$ cat src/rtl/idex_pkg.sv
// Shared types and constants for the ID/EX pipeline register and its hazard logic.
package idex_pkg;

    // Control bundle carried into EX; field order matches the ctrl_e bus, MSB first.
    typedef struct packed {
        logic       alusrc;
        logic       memtoreg;
        logic       regwrite;
        logic       memread;
        logic       memwrite;
        logic       branch;
        logic [1:0] aluop;
        logic [1:0] rsvd;
    } ctrl_t;

    localparam logic [4:0] XZR        = 5'd31;
    localparam logic [1:0] ALUOP_LDST = 2'b00;
    localparam logic [1:0] ALUOP_CBZ  = 2'b01;
    localparam logic [1:0] ALUOP_R    = 2'b10;

    // Instruction field bit positions
    localparam int FUNCT_HI = 31;
    localparam int FUNCT_LO = 21;
    localparam int RM_HI    = 20;
    localparam int RM_LO    = 16;
    localparam int RN_HI    = 9;
    localparam int RN_LO    = 5;
    localparam int RT_HI    = 4;
    localparam int RT_LO    = 0;

endpackage

$ cat src/rtl/idex_hazard_unit.sv
// Load-use hazard detection between the decode slot and a load sitting in EX.
// Optional macro IDEX_XZR_FILTER_EN: a load targeting XZR never raises a hazard.
module hazard_unit
    import idex_pkg::*;
(
    input  logic       valid_d,
    input  logic [4:0] rn,
    input  logic [4:0] rm,
    input  logic [4:0] rt,
    input  logic       reg2loc,
    input  logic       alusrc,
    input  logic       memwrite,
    input  logic       branch,
    input  logic       valid_e,
    input  logic       memread_e,
    input  logic [4:0] rd_e,
    output logic       hz
);

    logic [4:0] ra;
    logic [4:0] rb;
    logic       use_ra;
    logic       use_rb;
    logic       rd_live;

    assign ra     = rn;
    assign rb     = reg2loc ? rt : rm;
    assign use_ra = ~branch;
    // Stores read Rt as data and CBZ reads Rt as the tested value
    assign use_rb = ~alusrc | memwrite | branch;

`ifdef IDEX_XZR_FILTER_EN
    // Writes to XZR are discarded, so a load into it creates no dependency
    assign rd_live = (rd_e != XZR);
`else
    assign rd_live = 1'b1;
`endif

    // Compare decode sources against the destination of the load in EX
    always_comb begin
        hz = valid_d & valid_e & memread_e & rd_live &
             ((use_ra & (ra == rd_e)) | (use_rb & (rb == rd_e)));
    end

endmodule

$ cat src/rtl/idex_stage.sv
// ID/EX pipeline register with load-use bubble insertion and branch flush.
// Optional macro IDEX_XZR_FILTER_EN (handled inside hazard_unit).
module idex_stage
    import idex_pkg::*;
#(
    parameter int N = 64
) (
    input  logic         clk,
    input  logic         reset,
    input  logic         valid_d,
    input  logic [31:0]  instr_d,
    input  logic         reg2loc_d,
    input  logic         alusrc_d,
    input  logic         memtoreg_d,
    input  logic         regwrite_d,
    input  logic         memread_d,
    input  logic         memwrite_d,
    input  logic         branch_d,
    input  logic [1:0]   aluop_d,
    input  logic [N-1:0] pc_d,
    input  logic [N-1:0] rd1_d,
    input  logic [N-1:0] rd2_d,
    input  logic [N-1:0] signimm_d,
    input  logic         flush_e,
    output logic         stall_fd,
    output logic         valid_e,
    output logic [9:0]   ctrl_e,
    output logic [10:0]  funct_e,
    output logic [N-1:0] pc_e,
    output logic [N-1:0] rd1_e,
    output logic [N-1:0] rd2_e,
    output logic [N-1:0] signimm_e,
    output logic [4:0]   rd_e
);

    ctrl_t        ctrl_reg;
    ctrl_t        ctrl_d;
    logic         valid_reg;
    logic [10:0]  funct_reg;
    logic [4:0]   rd_reg;
    logic [N-1:0] pc_reg;
    logic [N-1:0] rd1_reg;
    logic [N-1:0] rd2_reg;
    logic [N-1:0] signimm_reg;
    logic         hz;
    logic         unused_bits;

    // Immediate/shamt bits are consumed downstream via signimm_d, not here
    assign unused_bits = ^instr_d[15:10];

    assign ctrl_d = '{alusrc:   alusrc_d,
                      memtoreg: memtoreg_d,
                      regwrite: regwrite_d,
                      memread:  memread_d,
                      memwrite: memwrite_d,
                      branch:   branch_d,
                      aluop:    aluop_d,
                      rsvd:     2'b00};

    hazard_unit u_hazard (
        .valid_d   (valid_d),
        .rn        (instr_d[RN_HI:RN_LO]),
        .rm        (instr_d[RM_HI:RM_LO]),
        .rt        (instr_d[RT_HI:RT_LO]),
        .reg2loc   (reg2loc_d),
        .alusrc    (alusrc_d),
        .memwrite  (memwrite_d),
        .branch    (branch_d),
        .valid_e   (valid_reg),
        .memread_e (ctrl_reg.memread),
        .rd_e      (rd_reg),
        .hz        (hz)
    );

    // A flush squashes the hazard too, so no stall is requested under flush
    assign stall_fd = hz & ~flush_e;

    // Pipeline register: flush beats bubble beats normal capture
    always_ff @(posedge clk or posedge reset) begin
        if (reset) begin
            valid_reg   <= 1'b0;
            ctrl_reg    <= '0;
            funct_reg   <= '0;
            rd_reg      <= '0;
            pc_reg      <= '0;
            rd1_reg     <= '0;
            rd2_reg     <= '0;
            signimm_reg <= '0;
        end else if (flush_e || hz) begin
            valid_reg   <= 1'b0;
            ctrl_reg    <= '0;
            funct_reg   <= '0;
            rd_reg      <= '0;
            pc_reg      <= '0;
            rd1_reg     <= '0;
            rd2_reg     <= '0;
            signimm_reg <= '0;
        end else begin
            valid_reg   <= valid_d;
            ctrl_reg    <= valid_d ? ctrl_d : '0;
            funct_reg   <= instr_d[FUNCT_HI:FUNCT_LO];
            rd_reg      <= instr_d[RT_HI:RT_LO];
            pc_reg      <= pc_d;
            rd1_reg     <= rd1_d;
            rd2_reg     <= rd2_d;
            signimm_reg <= signimm_d;
        end
    end

    assign valid_e   = valid_reg;
    assign ctrl_e    = ctrl_reg;
    assign funct_e   = funct_reg;
    assign rd_e      = rd_reg;
    assign pc_e      = pc_reg;
    assign rd1_e     = rd1_reg;
    assign rd2_e     = rd2_reg;
    assign signimm_e = signimm_reg;

endmodule

$ cat config.mk
export PLATFORM = sky130hd
export DESIGN_NAME = idex_stage
export DESIGN_NICKNAME = d
export VERILOG_FILES = /design/src/rtl/idex_pkg.sv /design/src/rtl/idex_hazard_unit.sv /design/src/rtl/idex_stage.sv
export SDC_FILE = /design/constraint.sdc
export NUM_CORES = 1
export LEC_CHECK = 0
export BUFFER_PORTS_ARGS = -buffer_cell sky130_fd_sc_hd__buf_2
export CAP_MARGIN = 20
export CORE_AREA = 2 2 227 229
export CTS_BUF_LIST = sky130_fd_sc_hd__clkbuf_16
export CTS_CLUSTER_SIZE = 12
export DETAILED_ROUTE_END_ITERATION = 7
export DIE_AREA = 0 0 229 231
export GPL_ROUTABILITY_DRIVEN = 0
export GPL_TIMING_DRIVEN = 0
export HOLD_SLACK_MARGIN = 0.05
export SLEW_MARGIN = 20
export SYNTH_ARGS = -nofsm -noshare
export SYNTH_HDL_FRONTEND = slang
export SYNTH_SLANG_ARGS = --single-unit
$ cat constraint.sdc
create_clock -name clk -period 17.7 [get_ports clk]
set_input_delay 4.425 -clock clk [delete_from_list [all_inputs] [get_ports clk]]
set_output_delay 4.425 -clock clk [all_outputs]
set_load 0.005 [all_outputs]
## Word level (Yosys, flattened, before mapping)

Cells that the tools add are included.

- Register bits: 283
- Output and inout bits: 284
- Word-level logic and storage cells: 40

- Eq/ne operators: 2
- Mux-type cells: 10
- Bitwise logic cells: 12
- Reductions and logical operators: 1

Operator list:

| kind | number |
|---|---|
| 2-to-1 mux 64 bit | 4 |
| 2-to-1 mux 10 bit | 2 |
| 2-to-1 mux 11 bit | 1 |
| equality test 5 bit | 2 |
| 2-to-1 mux 5 bit | 2 |
| AND 1 bit | 6 |
| NOT 1 bit | 3 |
| bitwise OR 1 bit | 3 |
| logical OR 1 bit | 1 |
| 2-to-1 mux 1 bit | 1 |

## Longest topological paths before layout

Gate-level depths: netlist (run 1).

- Word-level depth: 8
- Mapped depth: 9
- Mapped depth without buffers: 5

## Cells and area by module

Synthesis (run 1) repeated with hierarchy kept, for this count alone.

- Cell total of the unflattened synthesis: 652
- Area total of the unflattened synthesis: 10208.5 um^2

Modules (own cells, without submodules):

| module | instances | cells each | area an instance (um^2) | sequential area each (um^2) |
|---|---|---|---|---|
| idex_stage | 1 | 629 | 10014.6 | 7031.7 |
| hazard_unit | 1 | 23 | 193.9 | 0.0 |

## Worst setup path after synthesis (run 1)

Ideal clock, no wire load.

- Path type: input -> output
- From: input reg2loc_d
- To: output stall_fd
- Arrival time: 5.460 ns
- Slack: 7.815 ns
- Stages on the path: 6
- Cells stage by stage: buf_6 mux2i_1 xnor2_1 nor4_4 a21oi_1 nor3_1

- Cells in the longest elaborated chain, start to end: 6

Ends and longest elaborated chain:

| element | RTL line | RTL |
|---|---|---|
| start: declaration | idex_stage.sv:12 | `input logic reg2loc_d,` |
| 2-to-1 mux 5 bit | idex_hazard_unit.sv:27 | `assign rb = reg2loc ? rt : rm;` |
| equality test 5 bit | idex_hazard_unit.sv:42 | `((use_ra & (ra == rd_e)) \| (use_rb & (rb == rd_e)));` |
| AND 1 bit | idex_hazard_unit.sv:42 |  |
| bitwise OR 1 bit | idex_hazard_unit.sv:42 |  |
| AND 1 bit | idex_hazard_unit.sv:41 | `hz = valid_d & valid_e & memread_e & rd_live &` |
| AND 1 bit | idex_stage.sv:76 | `assign stall_fd = hz & ~flush_e;` |
| end: declaration | idex_stage.sv:25 | `output logic stall_fd,` |

Every way passes these cells.

## Worst setup path after layout (run 1)

Ends and elaborated chain as after synthesis.

==> metrics.csv, run 1 <==
stage,metric,value,unit
critical_path,ff2ff_path_depth,7,
critical_path,end_kind,primary output,
cells_and_area,synthToLayoutAreaGrowth,50.67,%
floorplan,core,50680,µm²
cells_and_area,seq_area,7032,µm²
route,wire_per_inst,15.46,µm
floorplan,initial_core_util,0.1830,
worst_hold_path,hp-class,flip-flop to flip-flop,
synth,ys_seq_elements,281,
synth,avgSynthCellArea,14.79,µm²
timing,rsz0062_at_grt,false,
cells_and_area,drive_gt1_frac,0.5052,
floorplan,die_y,231,µm
clocking,cts_hold_buffers,0,
timing,timing.final.crit_share,0.5731,
floorplan,row_count,83,
synth,synth_cells,627,
floorplan,die_w,229,µm
power,p_leak,0.007562,µW
critical_path,setup.worst_path.class,input pin to primary output,
critical_path,critical_path_arrival,5.72,ns
critical_path,slowest_delay,0.42,ns
timing,final_max_slew_viol_count,0,
power,irDropWorstVdd,0.00007082,V
route,routed_wl,29980,µm
synth,synth.area.top_cells,"dfrtp_1 76%, and2_1 19%, buf_6 1.6%, xnor2_1 0.85%, clkbuf_1 0.69%",
synth,yosysWarnings,0,
timing,worst_pin_slew,0.8203,ns
route,dr.pass1.iters,5,
clocking,clkTransAtPathRegs,0.06,ns
clocking,clk_latency,0.58,ns
critical_path,crit_buf_inv,2,
clocking,cts_tree,done,
worst_hold_path,whs_path_depth,2,
grt,grt_pass1_wl,43370,µm
synth,synth-edff-count,0,
synth,netlist_area,9275,µm²
cells_and_area,final_nets,1539,
place,post-dp-hpwl,23790,µm
floorplan,die_area,52900,µm²
cells_and_area,multi_input_area,2006,µm²
clocking,cts-root-buf,clkbuf_16,
synth,synth_top_area_frac,0.7581,
route,drt-initial-drc-count,183,
critical_path,cp_max_fo,5,
clocking,numCtsBuffers,31,
route,via_count,6823,
power,powerDensity,100.2,nW/µm²
timing,hold_viol,0,
timing,setup-tns-final,0,ns
critical_path,crit_path_cell_trace,buf_6 -> mux2i_1 -> xnor2_1 -> nor4_4 -> a21oi_1 -> nor3_1 -> buf_2,
route,drcViolationCount,0,
power,p_total,1400,µW
synth,synth_seq_area_share,0.7581,
grt,antenna_found_initial,7,
run,drv_cap,0,
clocking,clk_path_buf_depth,3,
clocking,h-tree-depth,1,
clocking,ctsResizeCount,0,
grt,grt_pass1_vias,7351,
synth,synthDistinctLibCells,24,
grt,grt_max_degree,105,
critical_path,startpoint_type,input pin,
timing,hold_slack,0.6991,ns
timing,skew,0.02611,ns
synth,yosysTopAreaCell,dfrtp_1,
grt,grt.total_usage,0.1076,
clocking,cts_sinks,281,
route,antenna_left,0,
floorplan,io_pins,585,
timing,setup_violations,0,
place,port_buffers,575,
synth,synthArstFlopShare,1.000,
critical_path,crit_slowest_cell,nor4_4,
clocking,cts_setup_buffers,0,
run_status,outcome,completed,
cells_and_area,fillers,5348,
grt,grt.overflow.total,0,
critical_path,required,13.28,ns
timing,slew_headroom,0.4531,
timing,fmaxAchievable,98.58,MHz
synth,synthFlopType,dfrtp_1,
critical_path,critPathTopFamily,simple AND/OR/NAND/NOR gates,
timing,min_period,10.14,ns
route,avgViaCountPerCell,3.519,
critical_path,worst-path-stages,7,
cells in the final DEF, fill, tap and decap left out:
| master | count |
|---|---|
| a21oi_1 | 2 |
| a221oi_2 | 1 |
| a31oi_1 | 1 |
| and2_1 | 279 |
| and3_1 | 1 |
| buf_16 | 2 |
| buf_2 | 576 |
| buf_4 | 3 |
| buf_6 | 13 |
| bufinv_16 | 1 |
| clkbuf_1 | 17 |
| clkbuf_16 | 31 |
| clkinv_1 | 8 |
| clkinv_2 | 2 |
| clkinvlp_4 | 3 |
| conb_1 | 2 |
| dfrtp_1 | 281 |
| diode_2 | 2 |
| inv_1 | 6 |
| inv_6 | 1 |
| inv_8 | 1 |
| mux2i_1 | 5 |
| nand2_1 | 1 |
| nand3_1 | 1 |
| nand4_1 | 1 |
| nor2_1 | 1 |
| nor2b_1 | 1 |
| nor3_1 | 3 |
| nor3b_1 | 1 |
| nor4_4 | 1 |
| o41ai_1 | 1 |
| xnor2_1 | 9 |
| xor2_1 | 1 |
worst reg2reg max path: stages, from the launching register on:
cell and delay [ns]:
dfrtp_1 0.41, xnor2_1 0.15, nand4_1 0.17, nor3_1 0.10, a221oi_2 0.32, buf_6 0.24, clkbuf_1 0.66, and2_1 0.32
sequential cells by signal, indices dropped and copies added, names as in the netlist:
| name | cells |
|---|---|
| rd_e | 5 |
| rd1_e | 64 |
| valid_e | 1 |
| rd2_e | 64 |
| pc_e | 64 |
| funct_e | 11 |
| ctrl_e | 8 |
| signimm_e | 64 |
area by class of cell:
class	count	area share
multi-input combinational	312	0.1435
inverter	1	0.0008058
clock inverter	21	0.008864
timing repair buffer	577	0.2099
tap	680	0.06088
antenna	2	0.0003581
buffer	34	0.01701
clock buffer	31	0.05551
sequential	281	0.5032
synthesized netlist by cell type (2+ instances only):
library cell / number
a21oi_1: 2
and2_1: 279
buf_4: 3
buf_6: 13
clkbuf_1: 17
dfrtp_1: 281
mux2i_1: 5
nor3_1: 3
xnor2_1: 9
worst paths after layout:
kind	startpoint	to	slack, ns
setup / recovery	reg2loc_d	stall_fd	7.56
hold / removal	valid_e	ctrl_e[4]	0.70
setup reg to reg	rd_e[3]	signimm_e[38]	15.26
hold reg to reg	valid_e	ctrl_e[4]	0.70
max in group asynchronous	reset	funct_e[1]	12.80
min in group asynchronous	reset	signimm_e[15]	3.93
power by group:
| part | switching (µW) | total (µW) | internal [µW] |
|---|---|---|---|
| sequential | 8.72 | 683 | 675 |
| combinational | 64.2 | 132 | 67.5 |
| clock | 258 | 585 | 328 |
metal layers:
metal | wire length (µm) | GRT usage
met4 | 732 | 0.03267
met2 | 14900 | 0.1917
met3 | 3091 | 0.04051
met1 | 11200 | 0.1186
met5 | 51 | 0
cells by family after synthesis:
family | after synthesis | share of synthesized area
and+or+nand+nor | 290 | 0.1963
DFF | 281 | 0.7581
buffers and inverters | 35 | 0.02603
xor gates and xnor gates | 10 | 0.009444
AOI/OAI and AO/OA | 5 | 0.004317
muxes | 5 | 0.005396
other | 1 | 0.0004043
metrics by stage:
step,util,cells,instance area [µm²],setup slack (ns)
CTS,0.2757,1937,13970,7.546
floorplan,-,628,9279,5.524
global placement,0.2567,1883,13010,2.454
detailed placement,0.2579,1885,13070,7.545
global route,0.2757,1938,13970,7.448
finish,0.2758,1939,13970,7.556
Power figures use the tool's default switching activity.
==> run 2, diff against run 1 <==
- ABC_AREA: not set -> 1
- CORE_AREA: 2 2 227 229 -> 2 2 225 227
- DIE_AREA: 0 0 229 231 -> 0 0 227 229
- clock period: 17.7 -> 8.8 ns (I/O delays scaled with it)
==> run 2 against run 1 <==
Compared with the run above:
- final cell count rose by 16%
- combinational power grew 120%
- critical endpoint unchanged
- non-clock buffer count up 8
- synthesized area increased by 4.6%
- register-to-register slack got worse by 8.5 ns
- core utilization up 1.6 points
==> metrics.csv, run 2 <==
stage,metric,value,unit,change
route,routed_wl,30890,µm,"was 29,980 µm"
clocking,clkTransAtPathRegs,0.06,ns,about the same
floorplan,die_area,51980,µm²,"was 52,900 µm²"
synth,yosysTopAreaCell,dfrtp_1,,unchanged
timing,skew,0.02578,ns,was 0.02611 ns
critical_path,r2r-start,rd_e[3],,unchanged
cells_and_area,final_common_cell,buf_2,,unchanged
cells_and_area,fillers,5351,,"was 5,348"
synth,yosysWarnings,0,,unchanged
synth,synth_adder_area_share,0,,unchanged
clocking,ctsResizeCount,0,,unchanged
route,via_count,7941,,"was 6,823"
cells_and_area,final_cells,2258,,"was 1,939"
grt,grt.total_usage,0.1145,,was 0.1076
critical_path,cp_max_fo,8,,was 5
route,antenna_left,0,,unchanged
synth,synth.mux.area_fraction,0,,was 0.005396
timing,min_period,5.414,ns,
synth,synth-compound-area-share,0.001676,,was 0.004317
timing,rsz0062_at_grt,false,,unchanged
place,post-dp-hpwl,25200,µm,"was 23,790 µm"
route,drt-initial-drc-count,204,,was 183
synth,synthFlopType,dfrtp_1,,unchanged
synth,synthArstFlopShare,1.000,,unchanged
floorplan,io_pins,585,,unchanged
critical_path,critical_path_arrival,3.21,ns,was 5.72 ns
clocking,h-tree-depth,1,,unchanged
floorplan,core,49660,µm²,"was 50,680 µm²"
power,p_leak,0.009072,µW,was 0.007562 µW
cells_and_area,post-route-util,0.2919,,was 0.2758
timing,hold_viol,0,,unchanged
floorplan,initial_core_util,0.1954,,was 0.1830
critical_path,setup.worst_path.class,input pin to primary output,,unchanged
worst_hold_path,hp-start,ctrl_e[6],,was valid_e
clocking,cts_setup_buffers,0,,unchanged
synth,synth_seq_area_share,0.7246,,was 0.7581
critical_path,startpoint_type,input pin,,unchanged
cells_and_area,diodes,0,,was 2
synth,netlist_area,9704,µm²,was 9275 µm²
power,p_total,2794,µW,was 1400 µW
route,wire_per_inst,13.68,µm,was 15.46 µm
clocking,numCtsBuffers,30,,was 31
cells_and_area,synthToLayoutAreaGrowth,49.37,%,was 50.67%
power,powerDensity,192.8,nW/µm²,was 100.2 nW/µm²
critical_path,end_kind,primary output,,unchanged
synth,synth.most_common_cell,inv_1,,was dfrtp_1
timing,setup_violations,0,,unchanged
route,avgViaCountPerCell,3.517,,was 3.519
route,dr.pass1.iters,4,,was 5
critical_path,crit_path_start,reg2loc_d,,unchanged
synth,ys_seq_elements,281,,unchanged
grt,grt_pass1_vias,8677,,"was 7,351"
synth,synth_cells,948,,was 627
synth,synth-edff-count,0,,unchanged
timing,final_max_slew_viol_count,0,,unchanged
cells_and_area,mostFrequentLayoutCells,"594 x buf_2, 296 x inv_1, 281 x dfrtp_1",,"was 576 x buf_2, 281 x dfrtp_1, 279 x and2_1"
floorplan,die_w,227,µm,was 229 µm
grt,antenna_found_initial,4,,was 7
clocking,cts_hold_buffers,0,,unchanged
synth,synth_top_area_frac,0.7246,,was 0.7581
synth,synthDistinctLibCells,16,,was 24
place,place_inst,2204,,"was 1,885"
clocking,clk_latency,0.57,ns,was 0.58 ns
critical_path,required,6.60,ns,was 13.28 ns
power,irDropWorstVdd,0.0001563,V,was 0.00007082 V
clocking,cts_sinks,281,,unchanged
synth,synth_top_family_by_area,buffers and inverters,,was simple AND/OR/NAND/NOR gates
worst_hold_path,hp-class,flip-flop to flip-flop,,unchanged
critical_path,rrSetupSlack,6.77,ns,was 15.26 ns
cells_and_area,final_nets,1865,,"was 1,539"
cells_and_area,drive_gt1_frac,0.4199,,was 0.5052
clocking,cts-root-buf,clkbuf_16,,unchanged
run_status,outcome,completed,,unchanged
grt,grt_pass1_wl,46120,µm,"was 43,370 µm"
timing,fmaxAchievable,184.7,MHz,
run,drv_cap,0,,unchanged
place,port_buffers,574,,was 575
synth,avgSynthCellArea,10.24,µm²,was 14.79 µm²
cells_and_area,multi_input_area,1350,µm²,was 2006 µm²
floorplan,row_count,82,,was 83
synth,synth_xor_area_frac,0.0009025,,was 0.009443
route,drcViolationCount,0,,unchanged
clocking,cts_tree,done,,unchanged
grt,grt_max_degree,37,,was 105
clocking,clk_path_buf_depth,3,,unchanged
timing,worst_pin_slew,0.5493,ns,was 0.8203 ns
synth,synth.area.top_cells,"dfrtp_1 72%, inv_1 11%, nor2_1 11%, nand2_1 1.6%, buf_6 1.2%",,"was dfrtp_1 76%, and2_1 19%, buf_6 1.6%, xnor2_1 0.85%, clkbuf_1 0.69%"
timing,slew_headroom,0.6338,,was 0.4531
synth,synth_common_cells,"284 x inv_1, 281 x dfrtp_1, 279 x nor2_1, 42 x nand2_1, 20 x buf_2",,"was 281 x dfrtp_1, 279 x and2_1, 17 x clkbuf_1, 13 x buf_6, 9 x xnor2_1"
floorplan,die_y,229,µm,was 231 µm
grt,grt.overflow.total,0,,unchanged
cells_and_area,seq_area,7032,µm²,unchanged
timing,setup-tns-final,0,ns,unchanged
timing,timing.final.crit_share,0.6152,,
synth,yosys.area_share.simple,0.1358,,was 0.1963
## run 2: cell types whose count changed in the layout (fill, tap and decap cells not counted), moves of 7 or more
cell	previous run	this run
clkbuf_1	17	1
and2_1	279	0
buf_12	0	7
xnor2_1	9	0
nand3_1	1	9
buf_2	576	594
nand2_1	1	42
inv_1	6	296
nor2_1	1	279
nor2_2	0	10
## run 2: final timing paths
check | cells after the start | end
max reg2reg | 11 | rd1_e[37]
max | 11 | stall_fd
min | 7 | signimm_e[12]
min reg2reg | 7 | signimm_e[12]
min in group asynchronous | 2 | rd2_e[23]
max in group asynchronous | 6 | signimm_e[26]
## run 2: layout make-up
cell class / count / share of cell area
Multi-Input combinational cell: 347 / 0.09314
Buffer: 36 / 0.01752
Clock inverter: 23 / 0.006819
Tap cell: 672 / 0.05801
Timing Repair Buffer: 583 / 0.2117
Inverter: 285 / 0.07423
Clock buffer: 31 / 0.05352
Sequential cell: 281 / 0.4851
## run 2: cells by family (layout without fill, tap and decap cells)
logic type	after synthesis	count (layout)
and+or+nand+nor	341	341
other	1	2
xor gates and xnor gates	1	1
AOI/OAI and AO/OA	3	3
buffers and inverters	321	958
DFF	281	281
## run 2: where the power goes
part           switching (µW)  total (µW)  internal, µW
Sequential               18.1        1380          1360
Combinational             160         294           134
Clock                     497        1130           628
## run 2: worst max-delay path: stages
cell	delay [ns]
buf_4	0.15
inv_4	0.09
nand2_1	0.06
nand3_1	0.07
nand2_1	0.07
nor2_1	0.11
nand3_1	0.08
nand2_1	0.09
nand2_1	0.07
nor2_1	0.08
buf_2	0.13
## run 2: routing by layer
layer | vias to the layer above | wire [µm] | GRT usage
li1 | 3811 | - | -
met3 | 59 | 3060 | 0.04157
met1 | 3682 | 11320 | 0.1207
met2 | 383 | 15410 | 0.2092
met4 | 6 | 1067 | 0.03758
met5 | - | 33 | 0
## run 2: per-stage QoR
step	setup slack [ns]	area, µm²	hold slack (ns)
6_report	3.386	14500	1.217
5_1_grt	3.240	14500	1.420
4_1_cts	3.371	14500	1.319
3_5_place_dp	3.380	13620	1.301
3_3_place_gp	1.257	13430	1.296
2_1_floorplan	2.879	9712	0.9313
==> run 3, diff against run 2 <==
- ABC_AREA: 1 -> 0
- CORE_AREA: 2 2 225 227 -> 2 2 227 229
- DIE_AREA: 0 0 227 229 -> 0 0 229 231
- clock period: 8.8 -> 5.4 ns (I/O delays scaled with it)
==> run 3 against run 2 <==
Compared with the run above:
- total power increased by 67%
- critical path depth decreased by 4
- die area is 1.8% higher
- largest cell class unchanged
==> metrics.csv, run 3 (synthesis gave the netlist of run 1 again) <==
stage,metric,value,unit,change
run_status,outcome,completed,,unchanged
clocking,cts_hold_buffers,0,,unchanged
grt,grt_pass1_vias,7455,,"was 8,677"
floorplan,initial_core_util,0.1830,,was 0.1954
timing,min_period,3.995,ns,
floorplan,io_pins,585,,unchanged
timing,hold_viol,0,,unchanged
grt,grt.total_usage,0.1155,,was 0.1145
floorplan,row_count,83,,was 82
critical_path,r2r-start,rd_e[3],,unchanged
grt,grt.overflow.total,0,,unchanged
cells_and_area,final_nets,1545,,"was 1,865"
worst_hold_path,hp-class,flip-flop to flip-flop,,unchanged
critical_path,crit_path_start,reg2loc_d,,unchanged
power,irDropWorstVdd,0.0002110,V,was 0.0001563 V
route,routed_wl,32150,µm,"was 30,890 µm"
critical_path,critical_path_arrival,2.65,ns,was 3.21 ns
critical_path,end_kind,primary output,,unchanged
critical_path,required,4.05,ns,was 6.60 ns
worst_hold_path,whs_path_depth,2,,was 7
grt,antenna_found_initial,10,,was 4
cells_and_area,fillers,5376,,"was 5,351"
power,p_leak,0.007657,µW,was 0.009072 µW
critical_path,ff2ff_path_depth,7,,was 11
clocking,clk_path_buf_depth,3,,unchanged
timing,setup_violations,0,,unchanged
floorplan,die_y,231,µm,was 229 µm
clocking,clk_latency,0.58,ns,was 0.57 ns
place,place_ws,1.392,ns,was 3.380 ns
clocking,h-tree-depth,1,,unchanged
cells_and_area,synthToLayoutAreaGrowth,52.30,%,was 49.37%
route,avgViaCountPerCell,3.529,,was 3.517
cells_and_area,mostFrequentLayoutCells,"576 x buf_2, 281 x dfrtp_1, 279 x and2_1",,"was 594 x buf_2, 296 x inv_1, 281 x dfrtp_1"
clocking,cts_setup_buffers,0,,unchanged
critical_path,startpoint_type,input pin,,unchanged
cells_and_area,final_common_cell,buf_2,,unchanged
grt,grt_pass1_wl,45850,µm,"was 46,120 µm"
route,dr.pass1.iters,4,,unchanged
route,drcViolationCount,0,,unchanged
timing,fmaxAchievable,250.3,MHz,
power,powerDensity,330.9,nW/µm²,was 192.8 nW/µm²
route,wire_per_inst,16.48,µm,was 13.68 µm
worst_hold_path,hp-start,ctrl_e[6],,unchanged
route,via_count,6886,,"was 7,941"
route,antenna_left,0,,unchanged
clocking,numCtsBuffers,31,,was 30
clocking,cts_sinks,281,,unchanged
run,drv_cap,0,,unchanged
route,drt-initial-drc-count,180,,was 204
clocking,cts-root-buf,clkbuf_16,,unchanged
clocking,cts_tree,done,,unchanged
place,port_buffers,575,,was 574
timing,timing.final.crit_share,0.7399,,
timing,final_max_slew_viol_count,0,,unchanged
floorplan,die_area,52900,µm²,"was 51,980 µm²"
critical_path,setup.worst_path.class,input pin to primary output,,unchanged
timing,rsz0062_at_grt,false,,unchanged
grt,grt_max_degree,36,,was 37
timing,worst_pin_slew,0.7138,ns,was 0.5493 ns
timing,slew_headroom,0.5231,,was 0.6338
place,post-dp-hpwl,26250,µm,"was 25,200 µm"
floorplan,core,50680,µm²,"was 49,660 µm²"
timing,setup_slack,1.405,ns,was 3.386 ns
floorplan,die_w,229,µm,was 227 µm
timing,hold_slack,0.6850,ns,was 1.217 ns
clocking,ctsResizeCount,0,,unchanged
cells_and_area,drive_gt1_frac,0.5063,,was 0.4199
critical_path,cp_max_fo,5,,was 8
timing,skew,0.02924,ns,was 0.02578 ns
clocking,clkTransAtPathRegs,0.05,ns,was 0.06 ns
==> run 3: changes by cell type in the layout (fill, tap and decap cells not counted), moves of 10 or more <==
cell / before / now
and2_1: 0 / 279
buf_2: 594 / 576
clkbuf_1: 1 / 17
inv_1: 296 / 12
nand2_1: 42 / 1
nor2_1: 279 / 1
nor2_2: 10 / 0
==> run 3: layout make-up <==
| class | count | area, µm² | share of cell area |
|---|---|---|---|
| Sequential cell | 281 | 7032 | 0.4978 |
| Clock inverter | 26 | 171.4 | 0.01213 |
| Multi-Input combinational cell | 312 | 2006 | 0.1420 |
| Buffer | 34 | 237.7 | 0.01683 |
| Clock buffer | 31 | 775.7 | 0.05492 |
| Tap cell | 680 | 850.8 | 0.06023 |
| Antenna cell | 3 | 7.507 | 0.0005314 |
| Timing Repair Buffer | 583 | 3038 | 0.2151 |
| Inverter | 1 | 7.507 | 0.0005314 |
==> run 3: stage by stage <==
stage / cell area, µm² / util / setup TNS (ns) / power (µW) / instances
finish: 14130 / 0.2787 / 0 / 4674 / 1951
global route: 14120 / 0.2786 / 0 / 4885 / 1949
CTS: 14120 / 0.2786 / 0 / 4765 / 1948
detailed placement: 13170 / 0.2599 / 0 / 2744 / 1891
global placement: 13010 / 0.2567 / -365.55 / 2726 / 1883
floorplan: 9283 / - / 0 / 2442 / 628
==> run 3: worst max-delay path, stage by stage <==
cell     delay, ns
buf_6         0.11
mux2i_1       0.22
xnor2_1       0.13
nor4_4        0.43
a21oi_1       0.12
nor3_1        0.13
buf_2         0.15
==> run 3: report_power, final <==
part | leakage [µW] | internal (µW) | switching [µW]
sequential | 0.00363 | 2210 | 31.9
clock | 0.000504 | 1130 | 855
combinational | 0.00353 | 229 | 219
==> run 3: worst paths after layout <==
| kind | end | slack (ns) |
|---|---|---|
| min | ctrl_e[4] | 0.68 |
| max | stall_fd | 1.40 |
| max in group asynchronous | pc_e[40] | 3.38 |
| min reg2reg | ctrl_e[4] | 0.68 |
| min in group asynchronous | rd1_e[8] | 0.88 |
| max reg2reg | funct_e[7] | 3.16 |
==> run 3: metal layers <==
| metal | part of all wire | global-route usage | vias to the layer above | wire, µm |
|---|---|---|---|---|
| met2 | 0.49 | 0.2034 | 391 | 15850 |
| met5 | 0.0030 | 0 | - | 95 |
| li1 | - | - | 3142 | - |
| met1 | 0.37 | 0.1258 | 3274 | 11850 |
| met3 | 0.10 | 0.04447 | 65 | 3291 |
| met4 | 0.033 | 0.04282 | 14 | 1066 |
